**config.mk**
```make
export PLATFORM = sky130hd
export DESIGN_NAME = fixed_width_divide_16bits_seq
export DESIGN_NICKNAME = d
export VERILOG_FILES = /design/src/rtl/fixed_point_pkg.sv /design/src/rtl/fixed_width_udiv_core.sv /design/src/rtl/fixed_width_divide_16bits_seq.sv
export SDC_FILE = /design/constraint.sdc
export NUM_CORES = 1
export LEC_CHECK = 0
export ABC_AREA = 1
export BUFFER_PORTS_ARGS = -buffer_cell sky130_fd_sc_hd__buf_4
export CORE_ASPECT_RATIO = 2
export CORE_UTILIZATION = 55
export CTS_CLUSTER_DIAMETER = 120
export CTS_CLUSTER_SIZE = 28
export DETAILED_ROUTE_END_ITERATION = 6
export GPL_TIMING_DRIVEN = 0
export PLACE_DENSITY = 0.73
export REMOVE_ABC_BUFFERS = 1
export SYNTH_ARGS = -nofsm -noshare
export SYNTH_HDL_FRONTEND = slang
export SYNTH_HIERARCHICAL = 1
export SYNTH_SLANG_ARGS = --single-unit
export TNS_END_PERCENT = 100
```
**constraint.sdc**
```tcl
create_clock -name clk -period 2.6 [get_ports clk]
set_input_delay 0.52 -clock clk [delete_from_list [all_inputs] [get_ports clk]]
set_output_delay 0.52 -clock clk [all_outputs]
set_load 0.005 [all_outputs]
```
**src/rtl/fixed_point_pkg.sv**
```systemverilog
// Shared Q2.14 fixed-point constants, saturation limits and the state
// encoding used by the sequential arithmetic blocks.
package fixed_point_pkg;

   localparam int WIDTH = 16;
   localparam int FRAC  = 14;
   // Number of quotient bits produced; derived from WIDTH and FRAC.
   localparam int ITER  = WIDTH + FRAC;

   localparam logic [WIDTH-1:0] Q_ONE = 16'h4000;
   localparam logic [WIDTH-1:0] Q_MAX = 16'h7FFF;
   localparam logic [WIDTH-1:0] Q_MIN = 16'h8000;

   localparam logic [1:0] ST_IDLE = 2'd0;
   localparam logic [1:0] ST_CALC = 2'd1;
   localparam logic [1:0] ST_FIX  = 2'd2;
   localparam logic [1:0] ST_DONE = 2'd3;

   // Unsigned magnitude of a two's complement value; -32768 maps to 0x8000.
   function automatic logic [WIDTH-1:0] magnitude(input logic [WIDTH-1:0] v);
      return v[WIDTH-1] ? (~v + WIDTH'(1)) : v;
   endfunction

endpackage

```
**src/rtl/fixed_width_udiv_core.sv**
```systemverilog
// Unsigned restoring divider: one quotient bit per clock, MSB first.
// The dividend is loaded into the quotient shift register and shifted out
// into the partial remainder while quotient bits shift in at the bottom.
module fixed_width_udiv_core
   import fixed_point_pkg::*;
(
   input  logic             clk,
   input  logic             reset_n,
   input  logic             start,
   input  logic [ITER-1:0]  dividend,
   input  logic [WIDTH-1:0] divisor,
   output logic [ITER-1:0]  quotient,
   output logic             done
);

   localparam int CW = $clog2(ITER);

   logic [WIDTH-1:0] rem;
   logic [WIDTH-1:0] dvs;
   logic [ITER-1:0]  quo;
   logic [CW-1:0]    cnt;
   logic             busy;

   logic [WIDTH:0]   partial;
   logic             ge;
   logic [WIDTH-1:0] rem_next;

   // Trial subtraction for the current step. When ge holds, the difference is
   // below the divisor, so the low WIDTH bits of the modular result are exact.
   // With a zero divisor the remainder is meaningless; the top level overrides it.
   always_comb begin
      partial  = {rem, quo[ITER-1]};
      ge       = (partial >= {1'b0, dvs});
      rem_next = ge ? (partial[WIDTH-1:0] - dvs) : partial[WIDTH-1:0];
   end

   // Load on start, then one restoring step per cycle; done stays set until next start.
   always_ff @(posedge clk or negedge reset_n) begin
      if (!reset_n) begin
         rem  <= '0;
         dvs  <= '0;
         quo  <= '0;
         cnt  <= '0;
         busy <= 1'b0;
         done <= 1'b0;
      end else if (start) begin
         rem  <= '0;
         dvs  <= divisor;
         quo  <= dividend;
         cnt  <= '0;
         busy <= 1'b1;
         done <= 1'b0;
      end else if (busy) begin
         rem <= rem_next;
         quo <= {quo[ITER-2:0], ge};
         cnt <= cnt + CW'(1);
         if (cnt == CW'(ITER-1)) begin
            busy <= 1'b0;
            done <= 1'b1;
         end
      end
   end

   assign quotient = quo;

endmodule

```
**src/rtl/fixed_width_divide_16bits_seq.sv**
```systemverilog
// Sequential signed Q2.14 divider: c = (a << FRAC) / b, truncating toward
// zero, saturating to the Q2.14 range, with valid/ready on both sides.
//
// state   | meaning
// --------+-------------------------------------------------------------
// IDLE    | in_ready high; a request captures magnitudes, sign and b==0
// CALC    | unsigned core runs ITER restoring steps; leave when core done
// FIX     | apply sign, saturation and divide-by-zero override; register
// DONE    | out_valid high, outputs held until out_ready
module fixed_width_divide_16bits_seq
   import fixed_point_pkg::*;
(
   input  logic             clk,
   input  logic             reset_n,
   input  logic             in_valid,
   output logic             in_ready,
   input  logic [WIDTH-1:0] a,
   input  logic [WIDTH-1:0] b,
   output logic             out_valid,
   input  logic             out_ready,
   output logic [WIDTH-1:0] c,
   output logic             ovf,
   output logic             div_zero
);

   localparam logic [ITER-1:0] POS_LIM = ITER'(Q_MAX);
   localparam logic [ITER-1:0] NEG_LIM = ITER'(Q_MIN);

   logic [1:0]       state;
   logic             neg;
   logic             a_neg;
   logic             dz;
   logic             start;
   logic [ITER-1:0]  dividend;
   logic [ITER-1:0]  quotient;
   logic             core_done;
   logic [WIDTH-1:0] sat_c;
   logic             sat_ovf;

   assign in_ready  = (state == ST_IDLE);
   assign out_valid = (state == ST_DONE);
   assign start     = in_ready && in_valid;
   assign dividend  = {magnitude(a), {FRAC{1'b0}}};

   // The core latches the operand magnitudes on the accepting edge.
   fixed_width_udiv_core u_core (
      .clk      (clk),
      .reset_n  (reset_n),
      .start    (start),
      .dividend (dividend),
      .divisor  (magnitude(b)),
      .quotient (quotient),
      .done     (core_done)
   );

   // Signed result from the unsigned quotient; -32768 exactly is representable.
   always_comb begin
      sat_c   = Q_MAX;
      sat_ovf = 1'b0;
      if (dz) begin
         sat_c = a_neg ? Q_MIN : Q_MAX;
      end else if (neg) begin
         if (quotient > NEG_LIM) begin
            sat_c   = Q_MIN;
            sat_ovf = 1'b1;
         end else begin
            sat_c = ~quotient[WIDTH-1:0] + WIDTH'(1);
         end
      end else begin
         if (quotient > POS_LIM) begin
            sat_c   = Q_MAX;
            sat_ovf = 1'b1;
         end else begin
            sat_c = quotient[WIDTH-1:0];
         end
      end
   end

   // Control FSM plus registered result; outputs hold their last value after DONE.
   always_ff @(posedge clk or negedge reset_n) begin
      if (!reset_n) begin
         state    <= ST_IDLE;
         neg      <= 1'b0;
         a_neg    <= 1'b0;
         dz       <= 1'b0;
         c        <= '0;
         ovf      <= 1'b0;
         div_zero <= 1'b0;
      end else begin
         case (state)
            ST_IDLE: begin
               if (in_valid) begin
                  neg   <= a[WIDTH-1] ^ b[WIDTH-1];
                  a_neg <= a[WIDTH-1];
                  dz    <= (b == '0);
                  state <= ST_CALC;
               end
            end
            ST_CALC: begin
               if (core_done) state <= ST_FIX;
            end
            ST_FIX: begin
               c        <= sat_c;
               ovf      <= sat_ovf;
               div_zero <= dz;
               state    <= ST_DONE;
            end
            ST_DONE: begin
               if (out_ready) state <= ST_IDLE;
            end
            default: state <= ST_IDLE;
         endcase
      end
   end

endmodule
```
==> results of run 1 <==
==> path summary, 6_finish.rpt <==
| kind | cells past startpoint | start | slack [ns] | end |
|---|---|---|---|---|
| max in group asynchronous | 1 | reset_n | 1.43 | u_core/busy$_DFF_PN0_ |
| setup / recovery | 9 | state[0]$_DFFE_PN0P_ | 0.21 | u_core/quotient[10]$_DFFE_PN0P_ |
| setup reg to reg | 9 | state[0]$_DFFE_PN0P_ | 0.21 | u_core/quotient[10]$_DFFE_PN0P_ |
| hold reg to reg | 1 | u_core/cnt[4]$_DFFE_PN0P_ | 0.48 | u_core/cnt[4]$_DFFE_PN0P_ |
| hold / removal | 3 | b[0] | 0.39 | u_core/dvs[0]$_DFFE_PN0P_ |
| min in group asynchronous | 1 | reset_n | 0.40 | c[3]$_DFFE_PN0P_ |
==> layout make-up <==
class	instances	area [µm²]	share of cell area (%)
clock buffers	9	225	2.98
clock inverters	7	62.6	0.829
inverters	157	599	7.94
multi-input cells	697	3630	48.1
flip-flops and latches	92	2300	30.5
well taps	145	181	2.40
repair buffers	65	528	7.00
repair inverters	2	15.0	0.199
==> report_power, final <==
part	internal [mW]	switching [mW]
Sequential	2.16	0.529
Clock	0.661	0.605
Combinational	2.28	3.70
Total	5.10	4.83
==> Yosys cell counts (all sizes together) <==
library cell,number,area [µm²]
nand2,314,1200
inv,156,586
dfrtp,92,2300
nor2,79,334
nand3,76,435
o21ai,59,299
xor2,26,228
ha,25,313
a21oi,19,110
clkbuf,15,56.3
o221ai,15,131
buf,14,90.1
xnor2,13,114
nor3,12,71.3
nand4,10,62.6
o211ai,10,75.1
nand3b,8,60.1
a22oi,4,30.0
or2,3,18.8
o21bai,2,15.0
o22ai,2,12.5
a22o,1,8.76
a31oi,1,6.26
and2,1,6.26
clkinv,1,3.75
conb,1,3.75
fa,1,20.0
nor4,1,6.26
==> flip-flops by register name, indices dropped and copies added (netlist names) <==
name and cells:
u_core/done 1, a_neg 1, state 2, u_core/quotient 30, ovf 1, u_core/rem 16, u_core/cnt 5, u_core/busy 1
u_core/dvs 16, div_zero 1, dz 1, neg 1, c 16
==> what timing repair did <==
action,4_1_cts,5_1_grt
endpoints found under the setup margin,49,39
gates resized for setup,6,2
hold buffers,0,0
buffers inserted,8,0
gates cloned,3,0
pin swaps,1,1
==> worst max-delay path, cell delays in order (launching register included) <==
cell and delay, ns:
dfrtp_1 0.38, inv_1 0.08, ha_1 0.24, nand2_1 0.26, inv_4 0.21, buf_16 0.23, nor2_4 0.32, clkinvlp_4 0.15
buf_4 0.21, o221ai_1 0.19
==> cell families after synthesis <==
| group | count (synthesis) | synth area share (%) |
|---|---|---|
| compound gates | 113 | 10.4 |
| fa+ha+maj | 26 | 5.04 |
| simple gates | 504 | 33.3 |
| flops | 92 | 34.9 |
| buf+inv | 186 | 11.1 |
| other cells | 1 | 0.0568 |
| xor+xnor | 39 | 5.17 |
==> stage by stage <==
stage / cell area (µm²) / hold WS (ns) / util [%] / TNS, ns / worst slack (ns)
after floorplan: 6500 / 0.224 / - / -14.85 / -0.476
after global placement: 7100 / 0.454 / 60.7 / -97.31 / -2.32
after detailed placement: 7140 / 0.463 / 61.1 / -32.48 / -1.10
after CTS: 7540 / 0.388 / 64.5 / 0 / 0.0793
after global routing: 7550 / 0.407 / 64.5 / 0 / 0.00186
final: 7550 / 0.390 / 64.5 / 0 / 0.215
==> metal layers <==
layer	GRT usage (%)	vias to the layer above	share of wire (%)
met4	15.8	0	4.4
met5	0	-	0
met1	28.5	2829	36
met2	54.7	132	57
met3	4.06	53	3.0
li1	-	3145	-
==> run_summary.xml, run 1 <==
<?xml version="1.0" encoding="UTF-8"?>
<metrics>
  <group name="power_and_ir_drop">
    <metric name="vdd_drop_max" unit="mV">1.01</metric>
    <metric name="leakage" unit="nW">3.97</metric>
    <metric name="powerDensity" unit="nW/µm²">1320</metric>
    <metric name="totalPowerFinal" unit="mW">9.93</metric>
  </group>
  <group name="floorplan">
    <metric name="floorplan.io_pins" unit="">56</metric>
    <metric name="die_height" unit="µm">157</metric>
    <metric name="fp.dieW" unit="µm">79.5</metric>
    <metric name="core_area" unit="µm²">11700</metric>
    <metric name="rows" unit="">56</metric>
    <metric name="design.die.area" unit="µm²">12500</metric>
    <metric name="initial_utilization" unit="%">56.4</metric>
  </group>
  <group name="timing">
    <metric name="final.min_clock_period" unit="ns">2.39</metric>
    <metric name="grt_setup_unrepaired" unit="">no</metric>
    <metric name="final_hold_viol_count" unit="">0</metric>
    <metric name="max-slew-margin-rel" unit="%">21.5</metric>
    <metric name="final.setup_skew" unit="ns">0.0114</metric>
    <metric name="timing.final.crit_share" unit="%">91.7</metric>
    <metric name="fmax" unit="MHz">419</metric>
    <metric name="tightest_slew" unit="ns">1.18</metric>
    <metric name="setup_violations" unit="">0</metric>
    <metric name="drv_slew" unit="">0</metric>
  </group>
  <group name="drt">
    <metric name="routedWlPerCell" unit="µm">14.4</metric>
    <metric name="drc_violations" unit="">0</metric>
    <metric name="vias_per_cell" unit="">5.25</metric>
    <metric name="dr.pass1.iters" unit="">5</metric>
    <metric name="ant_nets" unit="">0</metric>
    <metric name="detailroute.via_count" unit="">6159</metric>
    <metric name="drt-initial-drc-count" unit="">362</metric>
    <metric name="postRouteWirelength" unit="µm">16900</metric>
  </group>
  <group name="global_route">
    <metric name="vias_in_the_first_global_route" unit="">5959</metric>
    <metric name="grt_start_max_net_pins" unit="">93</metric>
    <metric name="total_grt_overflow" unit="">0</metric>
    <metric name="grt_first_pass_wirelength" unit="µm">27500</metric>
    <metric name="grtUsageTotal" unit="%">28.6</metric>
    <metric name="grt_antenna_before_repair" unit="">0</metric>
  </group>
  <group name="clock_network">
    <metric name="cts.root.buffer_cell" unit="">clkbuf_16</metric>
    <metric name="numCtsBuffers" unit="">9</metric>
    <metric name="cts.htree.levels" unit="">3</metric>
    <metric name="clk_pin_slew" unit="ns">0.07</metric>
    <metric name="clkSinkCount" unit="">92</metric>
    <metric name="cts.path.max_buffers" unit="">2</metric>
    <metric name="insertion_delay" unit="ns">0.35</metric>
    <metric name="clock_tree_from_tritoncts" unit="">built</metric>
  </group>
  <group name="final_layout">
    <metric name="fill_cells" unit="">1093</metric>
    <metric name="drive_gt1_share" unit="%">12.0</metric>
    <metric name="area_growth_from_synthesis_to_layout" unit="%">14.3</metric>
    <metric name="layout_commonest_cell" unit="">nand2_1</metric>
    <metric name="final_cell_count_no_fill" unit="">1174</metric>
    <metric name="num-nets-final" unit="">1086</metric>
    <metric name="antenna_cells" unit="">0</metric>
    <metric name="highest_count_cells_in_the_layout_ignoring_fill_and_taps" unit="">nand2_1 (308), inv_1 (151), dfrtp_1 (92), nor2_1 (67), nand3_1 (65)</metric>
  </group>
  <group name="status">
    <metric name="status" unit="">finished, final reports clean</metric>
  </group>
  <group name="run">
    <metric name="maxCapViolations" unit="">0</metric>
  </group>
  <group name="critical_path">
    <metric name="timing.setup.critical_path_class" unit="">reg -&gt; reg</metric>
    <metric name="cp.required" unit="ns">2.86</metric>
    <metric name="critPathLaunchType" unit="">register</metric>
    <metric name="end_kind" unit="">register</metric>
    <metric name="cp_data_arrival_time" unit="ns">2.65</metric>
    <metric name="timing.critical_path.fanout_max" unit="">35</metric>
  </group>
  <group name="placed_design">
    <metric name="gpl.final_weighted_congestion" unit="">0.961</metric>
    <metric name="port_buffers" unit="">55</metric>
    <metric name="dp.final_hpwl" unit="µm">12100</metric>
    <metric name="placed_cells" unit="">1147</metric>
  </group>
  <group name="synth">
    <metric name="postSynthAreaPerCell" unit="µm²">6.87</metric>
    <metric name="ys_seq_elements" unit="">92</metric>
    <metric name="number_of_standard_cells_after_synthesis" unit="">961</metric>
    <metric name="cell_variety_after_synth" unit="">45</metric>
    <metric name="yosysSeqAreaShare" unit="%">34.9</metric>
    <metric name="post_synth_instance_area" unit="µm²">6600</metric>
    <metric name="yosysWarningCount" unit="">6</metric>
  </group>
  <group name="hold_path">
    <metric name="worstHoldPathType" unit="">in -&gt; reg</metric>
  </group>
</metrics>
Note: power is estimated with default switching activity, not from simulation.
==> run 2, diff against run 1 <==
--- a/config.mk
+++ b/config.mk
@@ -14,9 +14,8 @@
 export DETAILED_ROUTE_END_ITERATION = 6
 export GPL_TIMING_DRIVEN = 0
-export PLACE_DENSITY = 0.73
+export PLACE_DENSITY = 0.74
 export REMOVE_ABC_BUFFERS = 1
 export SYNTH_ARGS = -nofsm -noshare
 export SYNTH_HDL_FRONTEND = slang
-export SYNTH_HIERARCHICAL = 1
 export SYNTH_SLANG_ARGS = --single-unit
 export TNS_END_PERCENT = 100
==> constraint.sdc (replaced) <==
create_clock -name clk -period 2.6 [get_ports clk]
set_input_delay 0.13 -clock clk [delete_from_list [all_inputs] [get_ports clk]]
set_output_delay 0.13 -clock clk [all_outputs]
set_load 0.005 [all_outputs]
==> run 2 against run 1 <==
Net effect:
- synthesized cell count shrank 6.8%
- non-clock buffer count shrank 3
- flip-flop and latch count is the same
- total power grew 1.6%
- routed wire length grew 8.9%
- combinational power grew 3.4%
- critical path depth grew 5
- critical endpoint is now u_core.rem[15]$_DFFE_PN0P_
- highest routed layer unchanged
==> run_summary.xml, run 2 <==
<?xml version="1.0" encoding="UTF-8"?>
<metrics>
  <group name="status">
    <metric name="status" unit="">finished, final reports clean</metric>
  </group>
  <group name="final_layout">
    <metric name="final_core_utilization" unit="%">64.8</metric>
    <metric name="num-nets-final" unit="">1006</metric>
    <metric name="drive_gt1_share" unit="%">12.8</metric>
    <metric name="area_growth_from_synthesis_to_layout" unit="%">13.3</metric>
    <metric name="final_cell_count_no_fill" unit="">1089</metric>
    <metric name="highest_count_cells_in_the_layout_ignoring_fill_and_taps" unit="">nand2_1 (264), inv_1 (114), dfrtp_1 (92), nand3_1 (67), nor2_1 (67)</metric>
    <metric name="number_of_flip_flops_under_the_largest_register_name" unit="">30</metric>
    <metric name="layout_commonest_cell" unit="">nand2_1</metric>
    <metric name="antenna_cells" unit="">0</metric>
    <metric name="fill_cells" unit="">991</metric>
  </group>
  <group name="synth">
    <metric name="postSynthAreaPerCell" unit="µm²">7.03</metric>
    <metric name="synth_common_cells" unit="">nand2_1 (265), inv_1 (114), dfrtp_1 (92)</metric>
    <metric name="ys_seq_elements" unit="">92</metric>
    <metric name="yosysMostFrequentCell" unit="">nand2_1</metric>
    <metric name="synth_top_cells_by_area" unit="">dfrtp_1 (37%), nand2_1 (16%), inv_1 (6.8%)</metric>
    <metric name="number_of_synthesized_flops_with_an_enable_pin" unit="">0</metric>
    <metric name="synthArstFlopShare" unit="%">100</metric>
    <metric name="cell_variety_after_synth" unit="">37</metric>
    <metric name="number_of_standard_cells_after_synthesis" unit="">896</metric>
    <metric name="yosys_most_used_dff" unit="">dfrtp_1</metric>
    <metric name="yosysWarningCount" unit="">0</metric>
    <metric name="synth_largest_type_area_fraction" unit="%">36.6</metric>
    <metric name="post-synth-top-area-cell" unit="">dfrtp_1</metric>
    <metric name="post_synth_instance_area" unit="µm²">6300</metric>
    <metric name="yosysSeqAreaShare" unit="%">36.6</metric>
  </group>
  <group name="clock_network">
    <metric name="clk_pin_slew" unit="ns">0.07</metric>
    <metric name="clkSinkCount" unit="">92</metric>
    <metric name="numCtsBuffers" unit="">9</metric>
    <metric name="cts.root.buffer_cell" unit="">clkbuf_16</metric>
    <metric name="cts.path.max_buffers" unit="">2</metric>
    <metric name="cts.htree.levels" unit="">3</metric>
    <metric name="clock_tree_from_tritoncts" unit="">built</metric>
    <metric name="holdBufCountCts" unit="">0</metric>
    <metric name="insertion_delay" unit="ns">0.35</metric>
  </group>
  <group name="placed_design">
    <metric name="pre_cts_setup_slack" unit="ns">-1.96</metric>
    <metric name="port_buffers" unit="">55</metric>
    <metric name="gpl.final_weighted_congestion" unit="">0.995</metric>
    <metric name="dp.final_hpwl" unit="µm">13600</metric>
    <metric name="placed_cells" unit="">1064</metric>
  </group>
  <group name="timing">
    <metric name="timing.final.ws_setup" unit="ns">0.185</metric>
    <metric name="timing.final.crit_share" unit="%">92.9</metric>
    <metric name="final.setup_skew" unit="ns">0.00847</metric>
    <metric name="grt_setup_unrepaired" unit="">no</metric>
    <metric name="fmax" unit="MHz">414</metric>
    <metric name="final_hold_viol_count" unit="">0</metric>
    <metric name="tightest_slew" unit="ns">1.20</metric>
    <metric name="drv_slew" unit="">0</metric>
    <metric name="setup_violations" unit="">0</metric>
    <metric name="max-slew-margin-rel" unit="%">19.8</metric>
    <metric name="hold_ws" unit="ns">0.00495</metric>
    <metric name="final.min_clock_period" unit="ns">2.41</metric>
  </group>
  <group name="drt">
    <metric name="dr.pass1.iters" unit="">6</metric>
    <metric name="detailroute.via_count" unit="">6093</metric>
    <metric name="drt-initial-drc-count" unit="">349</metric>
    <metric name="vias_per_cell" unit="">5.60</metric>
    <metric name="ant_nets" unit="">0</metric>
    <metric name="postRouteWirelength" unit="µm">18400</metric>
    <metric name="routedWlPerCell" unit="µm">16.9</metric>
    <metric name="drc_violations" unit="">0</metric>
  </group>
  <group name="hold_path">
    <metric name="worstHoldPathType" unit="">in -&gt; async</metric>
  </group>
  <group name="floorplan">
    <metric name="die_height" unit="µm">153</metric>
    <metric name="fp.dieW" unit="µm">77.7</metric>
    <metric name="floorplan.io_pins" unit="">56</metric>
    <metric name="initial_utilization" unit="%">57.2</metric>
    <metric name="design.die.area" unit="µm²">11900</metric>
    <metric name="rows" unit="">54</metric>
    <metric name="core_area" unit="µm²">11000</metric>
  </group>
  <group name="global_route">
    <metric name="grt_start_max_net_pins" unit="">93</metric>
    <metric name="grt_first_pass_wirelength" unit="µm">29700</metric>
    <metric name="vias_in_the_first_global_route" unit="">6216</metric>
    <metric name="grtUsageTotal" unit="%">32.5</metric>
    <metric name="grt_antenna_before_repair" unit="">0</metric>
    <metric name="total_grt_overflow" unit="">0</metric>
  </group>
  <group name="critical_path">
    <metric name="slowest_stage" unit="">ha_1</metric>
    <metric name="end_kind" unit="">register</metric>
    <metric name="cp.required" unit="ns">2.84</metric>
    <metric name="critical_path_cell_sequence" unit="">inv_1 &gt; ha_1 &gt; nand2_1 &gt; nand2_1 &gt; nand2_1 &gt; nand2_1 &gt; a21oi_1 &gt; nand2_2 &gt; nand2_4 &gt; nand2_4 &gt; nand2_1 &gt; nand2_1 &gt; nand2_1 &gt; nand2_1</metric>
    <metric name="critPathLaunchType" unit="">register</metric>
    <metric name="maximum_cell_stage_delay_along_the_critical_path" unit="ns">0.36</metric>
    <metric name="worst-r2r-setup-slack" unit="ns">0.19</metric>
    <metric name="critical_path.most_common_cell" unit="">nand2_1</metric>
    <metric name="timing.setup.critical_path_class" unit="">reg -&gt; reg</metric>
    <metric name="cp_data_arrival_time" unit="ns">2.65</metric>
    <metric name="timing.critical_path.fanout_max" unit="">17</metric>
  </group>
  <group name="power_and_ir_drop">
    <metric name="leakage" unit="nW">3.67</metric>
    <metric name="vdd_drop_max" unit="mV">0.952</metric>
    <metric name="totalPowerFinal" unit="mW">10.1</metric>
    <metric name="powerDensity" unit="nW/µm²">1410</metric>
  </group>
  <group name="run">
    <metric name="maxCapViolations" unit="">0</metric>
  </group>
</metrics>
run 2: changes by cell type after synthesis, sizes merged, moves of 8 or more:
cell | previous run | this run
nand2 | 314 | 282
o22ai | 2 | 19
nand3b | 8 | 18
inv | 156 | 119
xnor2 | 13 | 5
o221ai | 15 | 4
nor2 | 79 | 71
a21oi | 19 | 28
run 2: path summary, 6_finish.rpt:
| check | depth (start not counted) | end | startpoint |
|---|---|---|---|
| hold / removal | 1 | c[1]$_DFFE_PN0P_ | reset_n |
| max in group asynchronous | 1 | u_core.quotient[21]$_DFFE_PN0P_ | reset_n |
| setup / recovery | 14 | u_core.rem[15]$_DFFE_PN0P_ | u_core.dvs[6]$_DFFE_PN0P_ |
| setup reg to reg | 14 | u_core.rem[15]$_DFFE_PN0P_ | u_core.dvs[6]$_DFFE_PN0P_ |
| hold reg to reg | 2 | c[15]$_DFFE_PN0P_ | c[15]$_DFFE_PN0P_ |
| min in group clk | 3 | u_core.quotient[14]$_DFFE_PN0P_ | a[0] |
run 2: kinds of logic (layout without fill, tap and decap cells):
group / after synthesis / count (layout) / synth area share, %
flip-flops: 92 / 92 / 36.6
adder cells (fa/ha/maj): 26 / 26 / 5.29
AO/OA/AOI/OAI: 128 / 128 / 11.4
AND/OR/NAND/NOR: 477 / 479 / 34.0
XOR/XNOR: 25 / 25 / 3.48
buffers and inverters: 148 / 199 / 9.30
run 2: critical path: cells and delay by family, from the launching register on:
family	cells	cell delay, ns
AOI/OAI and AO/OA	1	0.20
adders and majority gates	1	0.36
buffers and inverters	1	0.06
DFF	1	0.35
and+or+nand+nor	11	1.32
run 2: timing repair:
item	4_1_cts	5_1_grt
cloned	2	0
setup buffers	2	5
pin swaps	2	2
resized for setup	7	2
setup endpoints to repair	58	33
run 2: stage by stage:
stage	area, µm²	TNS (ns)
final	7130	0
after global routing	7130	0
after CTS	7090	0
after detailed placement	6750	-78.66
after global placement	6750	-72.70
after floorplan	6160	-7.78
run 2: final cells by class:
class	count	area (µm²)	share of cell area, %
multi-input cells	658	3460	48.4
flip-flops and latches	92	2300	32.3
repair buffers	62	465	6.52
inverters	121	457	6.40
clock buffers	11	243	3.40
well taps	140	175	2.46
clock inverters	5	36.3	0.509
run 2: power breakdown:
part           total [mW]  internal [mW]  switching, mW
sequential           2.65           2.14          0.514
combinational        6.17           2.27           3.90
clock                1.26          0.677          0.586
total                10.1           5.08           5.00
run 2: metal layers:
metal	vias to the layer above	routed length [µm]	part of all wire [%]	global-route usage, %
met5	-	0	0	0
li1	2990	-	-	-
met4	0	1060	5.8	20.0
met2	183	10500	57	64.9
met3	63	556	3.0	3.52
met1	2857	6240	34	29.7
